### src/rtl/mem_wb_stage.sv
// Memory-access stage and MEM/WB pipeline register.
// Issues req/ack data-memory reads for loads, extracts/extends the result, and forwards ALU results otherwise.
module mem_wb_stage #(
    parameter int unsigned TIMEOUT = 16
) (
    input  logic        clk,
    input  logic        reset_n,
    input  logic        memread_MEM,
    input  logic        regwrite_MEM,
    input  logic        load_unsigned_MEM,
    input  logic [3:0]  mask_MEM,
    input  logic [4:0]  rd_MEM,
    input  logic [31:0] ALU_data_MEM,
    output logic        stall_MEM,
    output logic        dmem_req,
    output logic [31:0] dmem_addr,
    output logic [3:0]  dmem_be,
    input  logic [31:0] dmem_rdata,
    input  logic        dmem_ack,
    output logic        regwrite_WB,
    output logic [4:0]  rd_WB,
    output logic [31:0] wb_data_WB,
    output logic        dmem_err
);

    localparam int unsigned CNT_W  = $clog2(TIMEOUT) + 1;
    localparam int unsigned DATA_W = 32;

    typedef enum logic {
        S_IDLE = 1'b0,
        S_WAIT = 1'b1
    } state_t;

    state_t              state, state_d;
    logic [CNT_W-1:0]    cnt, cnt_d;
    logic                req_d;
    logic [DATA_W-1:0]   addr_d;
    logic [3:0]          be_d;
    logic                rw_d;
    logic [4:0]          rd_d;
    logic [DATA_W-1:0]   wb_d;
    logic                err_d;

    logic                mask_legal_c;
    logic                timeout_hit_c;
    logic [1:0]          lane_c;
    logic [DATA_W-1:0]   shifted_c;
    logic [DATA_W-1:0]   load_data_c;

    // Legal access shapes: single byte, aligned half, full word
    always_comb begin
        mask_legal_c = 1'b0;
        case (mask_MEM)
            4'b0001, 4'b0010, 4'b0100, 4'b1000,
            4'b0011, 4'b1100, 4'b1111: mask_legal_c = 1'b1;
            default:                   mask_legal_c = 1'b0;
        endcase
    end

    assign timeout_hit_c = (cnt == CNT_W'(TIMEOUT - 1));

    assign stall_MEM = memread_MEM & mask_legal_c
                     & ~((state == S_WAIT) & (dmem_ack | timeout_hit_c));

    // Lane of the lowest enabled byte selects the shift amount
    always_comb begin
        lane_c = 2'd0;
        case (dmem_be)
            4'b0010:          lane_c = 2'd1;
            4'b0100, 4'b1100: lane_c = 2'd2;
            4'b1000:          lane_c = 2'd3;
            default:          lane_c = 2'd0;
        endcase
    end

    assign shifted_c = dmem_rdata >> {lane_c, 3'b000};

    always_comb begin
        load_data_c = shifted_c;
        case (dmem_be)
            4'b0001, 4'b0010, 4'b0100, 4'b1000:
                load_data_c = {{24{~load_unsigned_MEM & shifted_c[7]}}, shifted_c[7:0]};
            4'b0011, 4'b1100:
                load_data_c = {{16{~load_unsigned_MEM & shifted_c[15]}}, shifted_c[15:0]};
            default:
                load_data_c = shifted_c;
        endcase
    end

    always_ff @(posedge clk or negedge reset_n) begin
        if (!reset_n) begin
            state       <= S_IDLE;
            cnt         <= '0;
            dmem_req    <= 1'b0;
            dmem_addr   <= '0;
            dmem_be     <= '0;
            regwrite_WB <= 1'b0;
            rd_WB       <= '0;
            wb_data_WB  <= '0;
            dmem_err    <= 1'b0;
        end else begin
            state       <= state_d;
            cnt         <= cnt_d;
            dmem_req    <= req_d;
            dmem_addr   <= addr_d;
            dmem_be     <= be_d;
            regwrite_WB <= rw_d;
            rd_WB       <= rd_d;
            wb_data_WB  <= wb_d;
            dmem_err    <= err_d;
        end
    end

    // Next state and next values of every registered output
    always_comb begin
        state_d = state;
        cnt_d   = cnt;
        req_d   = dmem_req;
        addr_d  = dmem_addr;
        be_d    = dmem_be;
        rw_d    = regwrite_WB;
        rd_d    = rd_WB;
        wb_d    = wb_data_WB;
        err_d   = 1'b0;

        case (state)
            S_IDLE: begin
                if (!memread_MEM) begin
                    rw_d = regwrite_MEM;
                    rd_d = rd_MEM;
                    wb_d = ALU_data_MEM;
                end else if (mask_legal_c) begin
                    addr_d  = {ALU_data_MEM[31:2], 2'b00};
                    be_d    = mask_MEM;
                    req_d   = 1'b1;
                    cnt_d   = '0;
                    rw_d    = 1'b0;
                    state_d = S_WAIT;
                end else begin
                    err_d = 1'b1;
                    rw_d  = 1'b0;
                end
            end
            S_WAIT: begin
                if (dmem_ack) begin
                    wb_d    = load_data_c;
                    rw_d    = regwrite_MEM;
                    rd_d    = rd_MEM;
                    req_d   = 1'b0;
                    state_d = S_IDLE;
                end else if (timeout_hit_c) begin
                    err_d   = 1'b1;
                    rw_d    = 1'b0;
                    req_d   = 1'b0;
                    state_d = S_IDLE;
                end else begin
                    cnt_d = cnt + CNT_W'(1);
                    rw_d  = 1'b0;
                end
            end
            default: state_d = S_IDLE;
        endcase
    end

endmodule

### config.mk
export PLATFORM = sky130hd
export DESIGN_NAME = mem_wb_stage
export DESIGN_NICKNAME = d
export VERILOG_FILES = /design/src/rtl/mem_wb_stage.sv
export SDC_FILE = /design/constraint.sdc
export NUM_CORES = 1
export LEC_CHECK = 0
export ABC_AREA = 1
export BUFFER_PORTS_ARGS = -buffer_cell sky130_fd_sc_hd__buf_2
export CAP_MARGIN = 20
export CORE_MARGIN = 2
export CORE_UTILIZATION = 45
export CTS_CLUSTER_DIAMETER = 60
export CTS_CLUSTER_SIZE = 12
export DETAILED_ROUTE_END_ITERATION = 10
export PLACE_DENSITY = 0.72
export SKIP_CTS_REPAIR_TIMING = 1
export SLEW_MARGIN = 25
export SYNTH_ARGS = -nofsm -noshare
export SYNTH_HDL_FRONTEND = slang
export SYNTH_SLANG_ARGS = --single-unit
### constraint.sdc
create_clock -name clk -period 2.6 [get_ports clk]
set_input_delay 0.13 -clock clk [delete_from_list [all_inputs] [get_ports clk]]
set_output_delay 0.13 -clock clk [all_outputs]
set_load 0.02 [all_outputs]
== After elaboration in Yosys (flattened, before gate mapping) ==
Cells that the tools add are included.
Cells by class
  $add $sub $neg: 1
  reduce and logical (&&, ||, !) cells: 8
  equal/unequal tests: 21
  bitwise gates (word level): 9
  multiplexer cells: 32
  shift-type cells: 1
Operators with widths (number)
  32-bit case mux with 2 select lines: 2
  32-bit two-way mux: 2
  32-bit by 5-bit right shift with 32-bit output: 1
  5-bit two-way mux: 6
  4-bit equality test (second input constant): 5
  5-bit case mux with 2 select lines: 2
  4-bit by 2-bit equality test with 1-bit output (second input constant): 4
  1-bit two-way mux: 15
  2-bit inequality test (second input constant): 6
  4-bit by 1-bit equality test with 1-bit output (second input constant): 2
  4-bit by 3-bit equality test with 1-bit output (second input constant): 2
  1-bit case mux with 2 select lines: 4
  7-bit OR reduction: 1
  2-bit case mux with 3 select lines: 1
  3-bit AND reduction: 2
  5-bit by 1-bit adder with 5-bit output (second input constant): 1
  1-bit AND: 5
  5-bit by 4-bit equality test with 1-bit output (second input constant): 1
  4-bit AND reduction: 1
  2-bit OR reduction: 2
  4-bit OR reduction: 1
  3-bit by 2-bit inequality test with 1-bit output (second input constant): 1
  1-bit inverter: 3
  2-bit AND reduction: 1
  1-bit OR: 1
Storage, ports and cells
  register bits after elaboration: 80
  output and inout bits: 77
  input bits: 79
  logic and storage cells: 81

== Longest topological paths before layout ==
  depth after elaboration: 8
  depth in mapped cells: 11
  depth with buffers taken out: 10

== Least setup slack after synthesis ==
Ideal clock, no wire load.
  kind: reg2out
  start point: reg cnt[0]
  end point: out stall_MEM
  stages on the path, launching flop included: 8
  data arrival time: 1.608 ns
  buffers on the path: 0
  path slack: 0.862 ns
  required time: 2.470 ns
  cells stage by stage: dfrtp_1 ha_1 nand2_1 nor2_1 ha_1 nor2_1 nor2_1 nor3_1
On the way
  longest elaborated chain between the ends: 5
RTL lines
  from (decl): line 35  | logic [CNT_W-1:0] cnt, cnt_d;
  from (signal assigned): line 103  | cnt <= cnt_d;
  5-bit by 4-bit equality test with 1-bit output: line 60  | assign timeout_hit_c = (cnt == CNT_W'(TIMEOUT - 1));
  1-bit OR: line 63  | & ~((state == S_WAIT) & (dmem_ack | timeout_hit_c));
  1-bit AND: line 63
  1-bit inverter: line 63
  1-bit AND: line 63
  to (decl): line 14  | output logic stall_MEM,
No other way between the ends.

== Final worst setup path ==
  start point: reg dmem_be[1]
  end point: reg wb_data_WB[31]
On the way
  longest elaborated chain between the ends: 8
  elaborated cells on any way between the ends: 16
  those cells by class: eq/ne: 6; shift: 1; mux: 4; bitwise: 2; reduce/logical: 3
RTL lines
  from (decl): line 17  | output logic [3:0] dmem_be,
  from (signal assigned): line 96  | dmem_be <= '0;
  from (signal assigned): line 106  | dmem_be <= be_d;
  4-bit equality test / 4-bit by 3-bit equality test with 1-bit output (equally long branches): line 68, 80
  2-bit OR reduction: line 68  | case (dmem_be)
  2-bit case mux with 3 select lines: line 68
  32-bit by 5-bit right shift with 32-bit output: line 76  | assign shifted_c = dmem_rdata >> {lane_c, 3'b000};
  1-bit AND (on tied branches): line 84, 82
  32-bit case mux with 2 select lines *: line 80  | case (dmem_be)
  32-bit two-way mux *: line 145  | if (dmem_ack) begin
  32-bit case mux with 2 select lines *: line 126  | case (state)
  to (signal assigned): line 109  | wb_data_WB <= wb_d;
  to (decl): line 22  | output logic [31:0] wb_data_WB,
Every way passes the cells marked *; elsewhere a longest branch is shown, timed or not. The select of a mux whose other input is x is not followed.
A chain may end at the register's enable or synchronous reset.

==> reports/metrics.cfg <==
[synthesis]
synth_warnings=0
synthCells=601
ys_seq_elements=80
synthAdderAreaFrac_pct=0.5674
syn_area_um2=4410
synth_area_per_cell_um2=7.339
synth_top_family_by_area=simple AND/OR/NAND/NOR gates
synth_compound_area_share_pct=8.284
ys_seq_area_share_pct=45.39
yosysUniqueCellTypes=29
muxShareOfSynthArea_pct=0
post_synth_and_or_nand_nor_area_fraction_pct=38.01
synthXorXnorAreaFrac_pct=0.3972

[detailed_routing]
wl_mm=13.25
antenna_left=0
dr.pass1.iters=5
drc=0
wl_met2_mm=6.095
drtIter0Drc=269
post_drt_wl_per_cell_um=14.87
wirelength_met1_mm=5.999
avgViaCountPerCell=5.071
dr_total_vias=4518
routed-wl-met3_um=917
top_layer=met4

[sta]
max_freq_mhz=458.4
holdWs_ps=-15.96
period_share_pct=83.91
rsz0062_at_grt=false
worst_pin_slew_ps=737.6
fin_skew_ps=9.384
fin_ws_ps=418.4
slew-limit-headroom_pct=50.82
period_minus_slack_ps=2182
hold_viol_final=9
slew_viol_final=0
setup_viol=0
setup_tns_ps=0

[critical_path]
r2r-start=dmem_be[1]$_DFFE_PN0P_
cp.arrival_ps=2480
crit_path_start=dmem_be[1]$_DFFE_PN0P_
worstPathRequired_ps=2900
critPathMaxFanout=19
max_stage_delay_ps=460
cp_slowest_cell=dfrtp_1
crit_top_cell=nand2_1
path_cells=inv_2, nand2_1, nor2_4, inv_2, nand3_1, nand3_2, nand3_1, nand2_1, nand2_1
endpoint_kind=flip-flop
setup.worst_path.start_class=flip-flop
crit_type=reg2reg

[hold_path]
hp-class=in2reg
min_from=ALU_data_MEM[22]

[cts]
tritoncts=built
clock-sinks=80
cts_buffers=9
cts_buffer_depth=2
htree_levels=3
insertion_delay_ps=360
clk_pin_slew_ps=90
ctsRootBufferMaster=clkbuf_8

[power]
p_leak_nw=3.044
power.density_nw_per_um2=872.2
ir_drop_mv=0.5957

[floorplan]
die_area_um2=10610
die_w_um=103
start_util_pct=45.76
rows=36
die_h_um=103
ios=156
core_um2=9639

[global_routing]
antenna_found_initial=0
grt_overflow=0
grt_max_degree=81
grt_pass1_wl_mm=20.09
grt_pass1_vias=4155
track_usage_pct=24.46

[finish]
final_cell_mix=nand2_1, buf_2, dfrtp_1
synthToLayoutAreaGrowth_pct=25.82
fin_util_pct=57.57
n_antenna_cell=0
final_common_cell=nand2_1
drive_gt1_share_pct=28.23
nets=834

[placement]
gp_congestion=0.9542
hpwl_mm=9.680
io_buffers=153
dp_slack_ps=475.4

[outcome]
status=finished, violations left
violations=negative hold slack

[run]
drv_cap=0

==> metal layers <==
metal | GRT usage, % | up-vias
met5 | 0 | -
met4 | 8.603 | 0
met3 | 4.610 | 21
met2 | 37.56 | 166
met1 | 34.68 | 2103
li1 | - | 2228
==> sequential cells by signal (all words and copies together), names as in the netlist <==
name         count
state            1
wb_data_WB      32
cnt              5
rd_WB            5
dmem_err         1
dmem_addr       30
dmem_req         1
dmem_be          4
regwrite_WB      1
==> worst paths after layout <==
path | endpoint | slack, ps | cells past startpoint
min | dmem_addr[22]$_DFFE_PN0P_ | -20 | 3
max reg2reg | wb_data_WB[31]$_DFFE_PN0P_ | 420 | 9
min reg2reg | dmem_addr[7]$_DFFE_PN0P_ | 470 | 2
max in group asynchronous | wb_data_WB[21]$_DFFE_PN0P_ | 1720 | 2
min in group asynchronous | dmem_err$_DFF_PN0_ | 370 | 2
max | wb_data_WB[31]$_DFFE_PN0P_ | 420 | 9
==> cell usage after synthesis <==
library cell	instances	area (µm²)
clkbuf_1	15	56.30
a21oi_1	45	225.2
dfrtp_1	80	2002
ha_1	2	25.02
o21ai_1	7	35.03
nor2_4	5	56.30
buf_1	5	18.77
conb_1	1	3.750
nand4_1	17	106.4
o21ai_0	8	40.04
nor2_1	54	202.7
nand3_2	12	120.1
nor2_2	1	6.260
nand3_4	2	35.03
nor3_1	1	5.000
nand2_4	1	11.26
buf_4	3	22.52
or2_2	4	25.02
nand2_2	2	12.51
buf_2	7	35.03
inv_1	24	90.09
o22ai_1	2	12.51
or2_0	1	6.260
nand2_1	237	889.6
inv_2	11	41.29
buf_6	5	56.30
xor2_1	2	17.52
o211ai_1	7	52.55
nand3_1	40	200.2
==> critical path, delay by kind of cell, from the launching register on <==
| family | cells | cell delay (ps) |
|---|---|---|
| buffers and inverters | 2 | 350 |
| flip-flops | 1 | 460 |
| AND/OR/NAND/NOR | 7 | 1300 |
==> cell families after synthesis <==
group	after synthesis
buffers and inverters	70
and+or+nand+nor	377
DFF	80
AOI/OAI and AO/OA	69
adders and majority gates	2
other	1
xor gates and xnor gates	2
==> per-stage QoR <==
| step | instance area (µm²) | std cells | power (mW) |
|---|---|---|---|
| 2_1_floorplan | 4414 | 602 | 3.308 |
| 3_3_place_gp | 5207 | 859 | 3.921 |
| 3_5_place_dp | 5207 | 859 | 3.984 |
| 4_1_cts | 5385 | 875 | 4.842 |
| 5_1_grt | 5549 | 891 | 5.195 |
| 6_report | 5549 | 891 | 4.840 |
==> area by class of cell <==
cell class / instances / area (µm²)
fillers: 954 / 4090
multi-input cells: 452 / 2095
flip-flops and latches: 80 / 2002
repair buffers: 175 / 977.2
well taps: 133 / 166.4
inverters: 35 / 131.4
clock buffers: 9 / 123.9
clock inverters: 7 / 53.80
==> power by group <==
part	switching, mW	leakage, nW	internal, mW	total (mW)
clock	0.495	0.0822	0.353	0.847
combinational	1.52	1.98	0.696	2.22
sequential	0.210	0.980	1.56	1.77
total	2.23	3.04	2.61	4.84
Power figures use the tool's default switching activity.
